<file path="config.mk">
export PLATFORM = sky130hd
export DESIGN_NAME = voice_mixer
export DESIGN_NICKNAME = d
export VERILOG_FILES = /design/src/rtl/voice_mixer.sv
export SDC_FILE = /design/constraint.sdc
export NUM_CORES = 1
export LEC_CHECK = 0
export ABC_AREA = 1
export BUFFER_PORTS_ARGS = -buffer_cell sky130_fd_sc_hd__buf_2
export CORE_MARGIN = 5
export CORE_UTILIZATION = 45
export CTS_CLUSTER_SIZE = 40
export DETAILED_ROUTE_END_ITERATION = 7
export HOLD_SLACK_MARGIN = 0.1
export PLACE_DENSITY_LB_ADDON = 0.2
export SLEW_MARGIN = 20
export SYNTH_ARGS = -nofsm -noshare
export SYNTH_HDL_FRONTEND = slang
export SYNTH_SLANG_ARGS = --single-unit
</file>
<file path="constraint.sdc">
create_clock -name clk -period 5.9 [get_ports clk]
set_input_delay 1.475 -clock clk [delete_from_list [all_inputs] [get_ports clk]]
set_output_delay 1.475 -clock clk [all_outputs]
set_load 0.1 [all_outputs]
</file>
<file path="src/rtl/voice_mixer.sv">
// voice_mixer: time-multiplexed voice accumulator with latched mask/gain, headroom shift and saturation
module voice_mixer #(
  parameter int NUM_VOICES = 8,
  parameter int SAMPLE_W = 16,
  parameter int GAIN_W = 8,
  parameter int HEADROOM = 3
) (
  input  logic clk,
  input  logic rst,
  input  logic sample_req,
  input  logic [NUM_VOICES-1:0] voice_active,
  input  logic [GAIN_W-1:0] gain,
  input  logic [SAMPLE_W-1:0] voice_in,
  input  logic clr_overrun,
  output logic [$clog2(NUM_VOICES)-1:0] voice_sel,
  output logic [SAMPLE_W-1:0] out,
  output logic out_valid,
  output logic clip,
  output logic busy,
  output logic overrun
);
  localparam int SEL_W = $clog2(NUM_VOICES);
  localparam int AW = SAMPLE_W + SEL_W;
  localparam int PW = AW + GAIN_W + 1;
  localparam int SH = GAIN_W - 1 + HEADROOM;
  localparam logic signed [PW-1:0] MAXV = {{(PW-SAMPLE_W+1){1'b0}}, {(SAMPLE_W-1){1'b1}}};
  localparam logic signed [PW-1:0] MINV = ~MAXV;
  typedef enum logic [1:0] {IDLE, ACCUM, SCALE, OUT} state_t;
  state_t state, state_nx;
  logic [SEL_W-1:0] cnt;
  logic [NUM_VOICES-1:0] mask_q;
  logic [GAIN_W-1:0] gain_q;
  logic signed [AW-1:0] acc;
  logic signed [PW-1:0] prod, shifted;
  logic sat_hi, sat_lo, accept, last;
  logic [SAMPLE_W-1:0] sat_val;
  always_comb begin
    accept = state == IDLE && sample_req;
    last = cnt == SEL_W'(NUM_VOICES - 1);
    state_nx = accept ? ACCUM :
               (state == ACCUM && last) ? SCALE :
               state == SCALE ? OUT :
               state == OUT ? IDLE : state;
    voice_sel = state == ACCUM ? cnt : '0;
    busy = state != IDLE;
    out_valid = state == OUT;
    // gain is unsigned, so a zero MSB keeps the signed product correct
    prod = PW'(acc) * PW'($signed({1'b0, gain_q}));
    shifted = prod >>> SH;
    sat_hi = shifted > MAXV;
    sat_lo = shifted < MINV;
    sat_val = sat_hi ? MAXV[SAMPLE_W-1:0] : sat_lo ? MINV[SAMPLE_W-1:0] : shifted[SAMPLE_W-1:0];
  end
  always_ff @(posedge clk) begin
    if (rst) begin
      state <= IDLE;
      cnt <= '0;
      acc <= '0;
      mask_q <= '0;
      gain_q <= '0;
      out <= '0;
      clip <= 1'b0;
      overrun <= 1'b0;
    end else begin
      state <= state_nx;
      cnt <= state == ACCUM ? cnt + 1'b1 : '0;
      if (accept) begin
        mask_q <= voice_active;
        gain_q <= gain;
        acc <= '0;
      end else if (state == ACCUM && mask_q[cnt]) begin
        acc <= acc + AW'($signed(voice_in));
      end
      if (state == SCALE) begin
        out <= sat_val;
        clip <= sat_hi | sat_lo;
      end
      overrun <= (sample_req && state != IDLE) | (overrun & ~clr_overrun);
    end
  end
endmodule

</file>
== After elaboration in Yosys (flattened, before gate mapping) ==
Index checks and enable logic that the tools add are counted.

* $add $sub $neg: 2
* Multiply operators: 1
* Order comparisons: 3
* Eq/ne operators: 4
* Multiplexer cells: 9
* Bitwise operators: 5
* Reduce and logical (&&, ||, !) cells: 10

{| class="wikitable"
|+ Operators by type and width
! cell !! number
|-
| $mux W16 || 2
|-
| $mul A19 B9 Y28 || 1
|-
| $add A19 B16 Y19 || 1
|-
| $gt A18 B16 Y1 const B || 1
|-
| $lt A18 B16 Y1 const B || 1
|-
| $mux W2 || 3
|-
| $eq A2 B2 Y1 const B || 2
|-
| $logic_and A1 B1 Y1 || 4
|-
| $lt A3 B4 Y1 const B || 1
|-
| $reduce_bool A4 Y1 || 1
|-
| $reduce_or A2 Y1 || 2
|-
| $add A3 B1 Y3 const B || 1
|-
| $bmux W1 S3 || 1
|-
| $eq A3 B3 Y1 const B || 1
|-
| $mux W3 || 1
|-
| $reduce_bool A3 Y1 || 1
|-
| $eq A2 B1 Y1 const B || 1
|-
| $logic_not A2 Y1 || 1
|-
| $mux W1 || 2
|-
| $not A1 Y1 || 2
|-
| $or A1 B1 Y1 || 2
|-
| $reduce_bool A2 Y1 || 1
|-
| $and A1 B1 Y1 || 1
|}

* Register bits after elaboration: 58
* Bits of input ports: 36
* Logic and storage cells: 43

== Logic depth before layout (Yosys ltp) ==
Gate-level depths: netlist of the first run.

* Word-level depth: 5
* Mapped depth: 28

== Worst setup path before layout of the first run ==
No wires, ideal clock.

* Kind: reg2reg
* From: register acc[18]
* To: register out[10]
* Arrival: 4.674 ns
* Path slack: 1.102 ns
* Stages on the path, launching flop included: 23
* Buffers on the path: 2
* Path through: dfxtp_1 clkbuf_1 nand2_1 inv_1 fa_1 inv_1 fa_1 inv_1 fa_1 inv_1 fa_1 inv_1 ha_1 a21oi_1 o21a_1 nand2_1 nor2_1 nand2_1 nand2_1 nand2_2 a21oi_4 buf_6 a21oi_2

* Longest elaborated chain between the ends: 4
* Elaborated cells on any way between the ends: 5
* Classes of those cells: mul (1); order compare (2); mux (2)

{| class="wikitable"
|+ Ends and longest elaborated chain
! element !! line !! RTL
|-
| from (decl) || 33 || <nowiki>logic signed [AW-1:0] acc;</nowiki>
|-
| from (signal assigned) || 72 || <nowiki>acc <= acc + AW'($signed(voice_in));</nowiki>
|-
| $mul A19 B9 Y28 * || 48 || <nowiki>prod = PW'(acc) * PW'($signed({1'b0, gain_q}));</nowiki>
|-
| $lt A18 B16 Y1 || 51 || <nowiki>sat_lo = shifted < MINV;</nowiki>
|-
| $mux W16 || 52 || <nowiki>sat_val = sat_hi ? MAXV[SAMPLE_W-1:0] : sat_lo ? MINV[SAMPLE_W-1:0] : shifted[SAMPLE_W-1:0];</nowiki>
|-
| $mux W16 * || 52 ||
|-
| to (signal assigned) || 75 || <nowiki>out <= sat_val;</nowiki>
|-
| to (decl) || 16 || <nowiki>output logic [SAMPLE_W-1:0] out,</nowiki>
|}

Every way passes the cells marked *; elsewhere a longest branch is shown, timed or not.
A chain may end at the register's enable or synchronous reset.

== Worst setup path in the final report of the first run ==
* From: register gain_q[1]
* To: register out[1]

* Longest elaborated chain between the ends: 4
* Elaborated cells on any way between the ends: 5
* Classes of those cells: mul (1); order compare (2); mux (2)

{| class="wikitable"
|+ Ends and longest elaborated chain
! element !! line !! RTL
|-
| from (decl) || 32 || <nowiki>logic [GAIN_W-1:0] gain_q;</nowiki>
|-
| from (signal assigned) || 69 || <nowiki>gain_q <= gain;</nowiki>
|-
| $mul A19 B9 Y28 * || 48 ||
|-
| $lt A18 B16 Y1 || 51 ||
|-
| $mux W16 || 52 ||
|-
| $mux W16 * || 52 ||
|}

Marks and branches as above.

==> run_results.csv, run 1 <==
group,metric,value,unit
clocking,cts_resized,0,
finish,drive_gt1_share,8.79,%
synth,synthesis.area,9190,sq um
critical_path,criticalPathCategory,"flip-flop to flip-flop",
synth,async_flop_share,0,%
global_route,grt_usage,18.7,%
power,p_seq_share,34.0,%
route,wl,20800,microns
status,status,"completed",
synth,yosys.area_share.simple,21.8,%
clocking,cts_sinks,58,
critical_path,r2r_end,"out[1]",
die,ioPinCount,59,
critical_path,crit_path_max_fanout,19,
sta,period_needed,5450,ps
global_route,grt_first_pass_wirelength,36700,microns
synth,avgSynthCellArea,6.96,sq um
sta,finalHoldViolCount,0,
critical_path,r2r-start,"gain_q[1]",
critical_path,cpPeakStageDelay,640,ps
synth,synth-edff-count,0,
route,drc_errors,0,
critical_path,crit_buf_inv,5,
finish,fin_nets,1577,
place,port_buffers,58,
clocking,numCtsBuffers,9,
clocking,h-tree-depth,3,
synth,synth.distinct_cells,41,
finish,layout-area-overhead-vs-synth,8.80,%
finish,multi_input_area,6520,sq um
finish,final_cell_mix,"inv_1, nand2_1, fa_1",
power,peakVddDrop,0.129,mV
finish,nFillCells,2100,
synth,synth_compound_area_share,10.3,%
sta,finalCritPeriodShare,92.3,%
global_route,grt_pass1_vias,7878,
synth,synthAdderAreaFrac,36.0,%
power,internal-power,0.000912,W
synth,synth_fp_nets,1549,
place,dp_hpwl,17100,microns
finish,final_common_cell,"inv_1",
global_route,grt_start_max_net_pins,34,
die,die_h,153,microns
clocking,post_cts_buffers,0,
clocking,clkLatencyLatePin,340,ps
sta,maxSlewViolCount,0,
sta,tightest_slew,947,ps
synth,ys_ff_latch,58,
critical_path,cp_slowest_cell,"fa_1",
clocking,cts_buffer_depth,2,
clocking,clk_pin_slew_worst_paths,60,ps
route,vias_per_cell,4.73,
critical_path,worst-path-stages,20,
power,leakagePower,6.15,nW
critical_path,ff2ff_setup_slack,450,ps
die,die_x,153,microns
clocking,tritoncts,"done",
die,dieArea,23400,sq um
critical_path,worstSetupStartpointType,"flip-flop",
critical_path,cp_cell_sequence,"nand2_1 -> inv_1 -> fa_1 -> inv_1 -> fa_1 -> inv_1 -> fa_1 -> inv_1 -> fa_1 -> inv_1 -> ha_1 -> a21oi_1 -> o21a_1 -> nand2_1 -> nor2_1 -> nand2_1 -> nand2_1 -> nand2_2 -> a21oi_4 -> a21oi_1",
route,first_iter_violations,474,
synth,synth_xor_area_share,2.86,%
synth,synth_top_flop_cell,"dfxtp_1",
synth,netlist_instances,1321,
sta,rsz0062_at_grt,"false",
sta,relSlewSlack,36.7,%
power,power_frac_comb,18.1,%
critical_path,worst_ep_arrival_time,5650,ps
global_route,overflow,0,
min_path,min_from,"overrun",
die,core,20200,sq um
synth,synth.mux.area_fraction,0,%
power,power-per-cell-area,133,nW/um^2
sta,setup_tns,0,ps
critical_path,end_kind,"flip-flop",
finish,n_antenna_cell,0,
critical_path,cp_top_family,"adder cells",
power,power_switching,0.000416,W
sta,setup_violations,0,
power,clkPwrFrac,47.9,%
route,via_count,7680,
synth,ys_seq_area_share,12.6,%
min_path,min_path_type,"flip-flop to flip-flop",
job,max_cap_viol_count,0,
synth,synth_top_family_by_area,"adder cells",
min_path,min_to,"overrun",
finish,design_area,10000,sq um
min_path,holdPathStages,2,
synth,yosys_warnings,0,
place,place_area,9650,sq um
critical_path,required,6100,ps
route,drtPass1Iterations,5,
die,row_count,52,
clocking,root_buffer,"clkbuf_16",
sta,fin_worst_skew,8.03,ps
critical_path,cpMostUsedCell,"inv_1",
die,initial_core_util,45.6,%
clocking,cts_hold_buffers,0,
sta,fmaxAchievable,0.184,GHz
route,wire_per_inst,12.8,microns
critical_path,rr_worst_depth,20,
route,ant_nets,0,
power,swShare,31.3,%
finish,seq_area,1160,sq um
place,finalWeightedCongestion,0.866,
global_route,antenna_found_initial,0,
-- power groups by stage --
| stage | logic, W | registers, W | clock network, W |
|---|---|---|---|
| 3_5_place_dp | 0.000241 | 0.000460 | 0 |
| 3_3_place_gp | 0.000239 | 0.000460 | 0 |
| 6_report | 0.000240 | 0.000451 | 0.000636 |
| 2_1_floorplan | 0.000206 | 0.000425 | 0 |
| 4_1_cts | 0.000242 | 0.000451 | 0.000649 |
| 5_1_grt | 0.000278 | 0.000455 | 0.000663 |
-- worst register-to-register path: stages (launching register included) --
cell     delay [ps]
dfxtp_1         560
nand2_1         170
inv_1            90
fa_1            560
inv_1           150
fa_1            640
inv_1           120
fa_1            540
inv_1            50
fa_1            520
inv_1            40
ha_1            350
a21oi_1         240
o21a_1          150
nand2_1          50
nor2_1          200
nand2_1         110
nand2_1          80
nand2_2          80
a21oi_4         470
a21oi_1         120
-- logic make-up after synthesis --
| group | Yosys count |
|---|---|
| and+or+nand+nor | 491 |
| DFF | 58 |
| AOI/OAI and AO/OA | 158 |
| buffers and inverters | 392 |
| adders and majority gates | 192 |
| xor gates and xnor gates | 30 |
-- cell type report --
type / count / area share (%)
multi-input combinational: 871 / 65.2
inverter: 345 / 13.0
sequential: 58 / 11.6
tap: 270 / 3.38
timing repair buffer: 64 / 3.35
clock buffer: 9 / 2.25
clock inverter: 7 / 1.25
-- how the worst max path moves through the flow --
stage	startpoint	end	slack [ps]
after floorplan	acc[18]	out[10]	1100
after global placement	gain_q[1]	out[1]	540
after detailed placement	gain_q[1]	out[0]	450
after CTS	gain_q[1]	out[1]	430
after global routing	gain_q[1]	out[1]	20
final	gain_q[1]	out[1]	450
-- metrics by stage --
| step | worst slack (ps) | instances | hold WS (ps) | total power [W] | util, % |
|---|---|---|---|---|---|
| floorplan | 1100 | 1321 | 450 | 0.000631 | - |
| global placement | 540 | 1608 | 456 | 0.000699 | 47.8 |
| detailed placement | 452 | 1608 | 459 | 0.000701 | 47.8 |
| CTS | 434 | 1624 | 469 | 0.00134 | 49.6 |
| global route | 19.1 | 1624 | 494 | 0.00140 | 49.6 |
| finish | 454 | 1624 | 463 | 0.00133 | 49.6 |
-- state kept, by name, indices dropped and copies added (netlist names) --
register	cells
state	2
out	16
clip	1
gain_q	8
cnt	3
acc	19
overrun	1
mask_q	8
-- cells in the mapped netlist, drive strengths merged (3+ instances only) --
cell type	count	area [sq um]
buf	10	76.3
a31oi	3	18.8
ha	72	901
dfxtp	58	1160
xor2	20	175
xnor2	10	87.6
o21ai	58	290
nor2	87	344
o211ai	4	30.0
nor3	10	50.1
o21bai	13	109
clkbuf	37	139
a21oi	66	390
a21o	3	22.5
inv	344	1290
o21a	3	22.5
nand3	34	185
nand2	351	1370
nand4	5	31.3
fa	120	2400
-- metal layers --
layer	vias up	wire length, microns	global-route usage (%)
met5	-	0	0
met4	0	391	5.05
li1	3958	-	-
met3	23	810	2.32
met2	145	10000	32.5
met1	3554	9590	24.8
Power figures use the tool's default switching activity.
==> inputs of run 2 (changes only) <==
--- a/config.mk
+++ b/config.mk
@@ -8,7 +8,7 @@
 export ABC_AREA = 1
 export BUFFER_PORTS_ARGS = -buffer_cell sky130_fd_sc_hd__buf_2
 export CORE_MARGIN = 5
-export CORE_UTILIZATION = 45
+export CORE_UTILIZATION = 62
 export CTS_CLUSTER_SIZE = 40
 export DETAILED_ROUTE_END_ITERATION = 7
 export HOLD_SLACK_MARGIN = 0.1
==> run_results.csv, run 2 (synthesis results as in run 1) <==
group,metric,value,unit
route,wire_per_inst,13.9,microns
critical_path,worstSetupStartpointType,"flip-flop",
die,dieArea,17400,sq um
global_route,antenna_found_initial,0,
clocking,clkLatencyLatePin,340,ps
critical_path,cp-endpoint,"out[13]",
place,finalWeightedCongestion,0.922,
route,ant_nets,0,
clocking,clk_pin_slew_worst_paths,50,ps
clocking,h-tree-depth,3,
finish,final_common_cell,"inv_1",
sta,period_needed,5450,ps
critical_path,cp-startpoint,"gain_q[3]",
critical_path,required,6100,ps
die,core,14500,sq um
finish,largest_reg_flops,19,
critical_path,worst-path-stages,22,
min_path,min_path_type,"flip-flop to flip-flop",
sta,layout_setup_ws,453,ps
finish,n_antenna_cell,0,
finish,layout-area-overhead-vs-synth,7.14,%
critical_path,ff2ff_setup_slack,450,ps
critical_path,r2r-start,"gain_q[3]",
clocking,tritoncts,"done",
place,port_buffers,58,
critical_path,cp_slowest_cell,"dfxtp_1",
critical_path,criticalPathCategory,"flip-flop to flip-flop",
sta,setup_violations,0,
finish,fin_nets,1577,
place,dp_hpwl,17400,microns
critical_path,cp_top_family,"adder cells",
power,peakVddDrop,0.126,mV
sta,finalCritPeriodShare,92.3,%
route,vias_per_cell,5.15,
critical_path,end_kind,"flip-flop",
die,die_x,132,microns
critical_path,crit_path_max_fanout,20,
clocking,cts_sinks,58,
clocking,numCtsBuffers,9,
global_route,grt_pass1_vias,7917,
global_route,grt_usage,25.5,%
critical_path,cp_cell_sequence,"nand2_1 -> inv_1 -> fa_1 -> inv_1 -> fa_1 -> inv_1 -> fa_1 -> inv_1 -> fa_1 -> inv_1 -> ha_1 -> nand2_1 -> nor2_1 -> nand3_1 -> nor2_1 -> nand2_1 -> nand3_2 -> nand2_1 -> nand2_1 -> nand3_2 -> a21oi_4 -> a21oi_1",
route,wl,21400,microns
sta,relSlewSlack,32.4,%
sta,tightest_slew,1010,ps
global_route,grt_first_pass_wirelength,36700,microns
sta,rsz0062_at_grt,"false",
global_route,grt_start_max_net_pins,34,
critical_path,worst_ep_arrival_time,5650,ps
die,die_h,132,microns
clocking,cts_resized,0,
die,row_count,44,
die,ioPinCount,59,
finish,drive_gt1_share,8.65,%
critical_path,r2r_end,"out[13]",
global_route,overflow,0,
power,power-per-cell-area,126,nW/um^2
clocking,root_buffer,"clkbuf_16",
job,max_cap_viol_count,0,
clocking,cts_hold_buffers,0,
critical_path,rr_worst_depth,22,
die,initial_core_util,63.2,%
critical_path,cpPeakStageDelay,820,ps
sta,setup_tns,0,ps
clocking,post_cts_buffers,0,
sta,fmaxAchievable,0.184,GHz
route,drc_errors,0,
place,dp_slack,475,ps
finish,final_cell_mix,"inv_1, nand2_1, fa_1",
sta,fin_worst_skew,4.75,ps
sta,maxSlewViolCount,0,
route,via_count,7919,
route,drtPass1Iterations,5,
finish,top_register,"acc",
route,first_iter_violations,518,
sta,finalHoldViolCount,0,
finish,final_core_util,67.7,%
power,leakagePower,6.13,nW
clocking,cts_buffer_depth,2,
critical_path,crit_buf_inv,5,
status,status,"completed",
finish,reg_top3,"acc x19, out x16",
==> run 2: changes by cell type in the layout (fill, tap and decap cells not counted) <==
cell	change
clkbuf_8	+3
clkinv_4	-3
bufinv_16	-2
clkbuf_1	+1
clkinv_2	+1
inv_6	-1
==> run 2: how the worst min path moves through the flow <==
stage              start        end  slack (ps)  cells past startpoint
4_1_cts          overrun    overrun         470                      2
5_1_grt        mask_q[1]  mask_q[1]         500                      2
6_report         overrun    overrun         470                      2
3_3_place_gp     overrun    overrun         450                      2
2_1_floorplan  mask_q[1]  mask_q[1]         450                      2
3_5_place_dp     overrun    overrun         460                      2
==> run 2: final cells by class <==
type / count / area [sq um]
clock buffer: 13 / 270
clock inverter: 2 / 35.0
fill: 1313 / 4690
inverter: 345 / 1290
multi-input combinational: 871 / 6520
sequential: 58 / 1160
tap: 184 / 230
timing repair buffer: 64 / 335
==> run 2: worst min-delay path, stage by stage, from the launching register on <==
cell and delay, ps:
dfxtp_1 300, nand2_1 60, a21oi_1 50
==> run 2: through the flow <==
stage | area, sq um | power (W) | hold WS, ps | std cells
floorplan | 9190 | 0.000631 | 450 | 1321
CTS | 9840 | 0.00124 | 474 | 1537
global placement | 9540 | 0.000696 | 452 | 1522
finish | 9840 | 0.00124 | 469 | 1537
global route | 9840 | 0.00130 | 500 | 1537
detailed placement | 9540 | 0.000701 | 461 | 1522
==> run 2: report_power, final <==
group	internal, W	switching (W)	total [W]
sequential	0.000408	0.0000356	0.000444
clock	0.000358	0.000184	0.000542
combinational	0.0000882	0.000163	0.000251
==> run 2: metal layers <==
metal,vias up,wire [microns],part of all wire [%],global-route usage [%]
li1,3962,-,-,-
met1,3694,9120,43,32.8
met2,219,10400,49,43.8
met3,44,1230,5.8,3.93
met4,0,619,2.9,8.86
met5,-,0,0,0
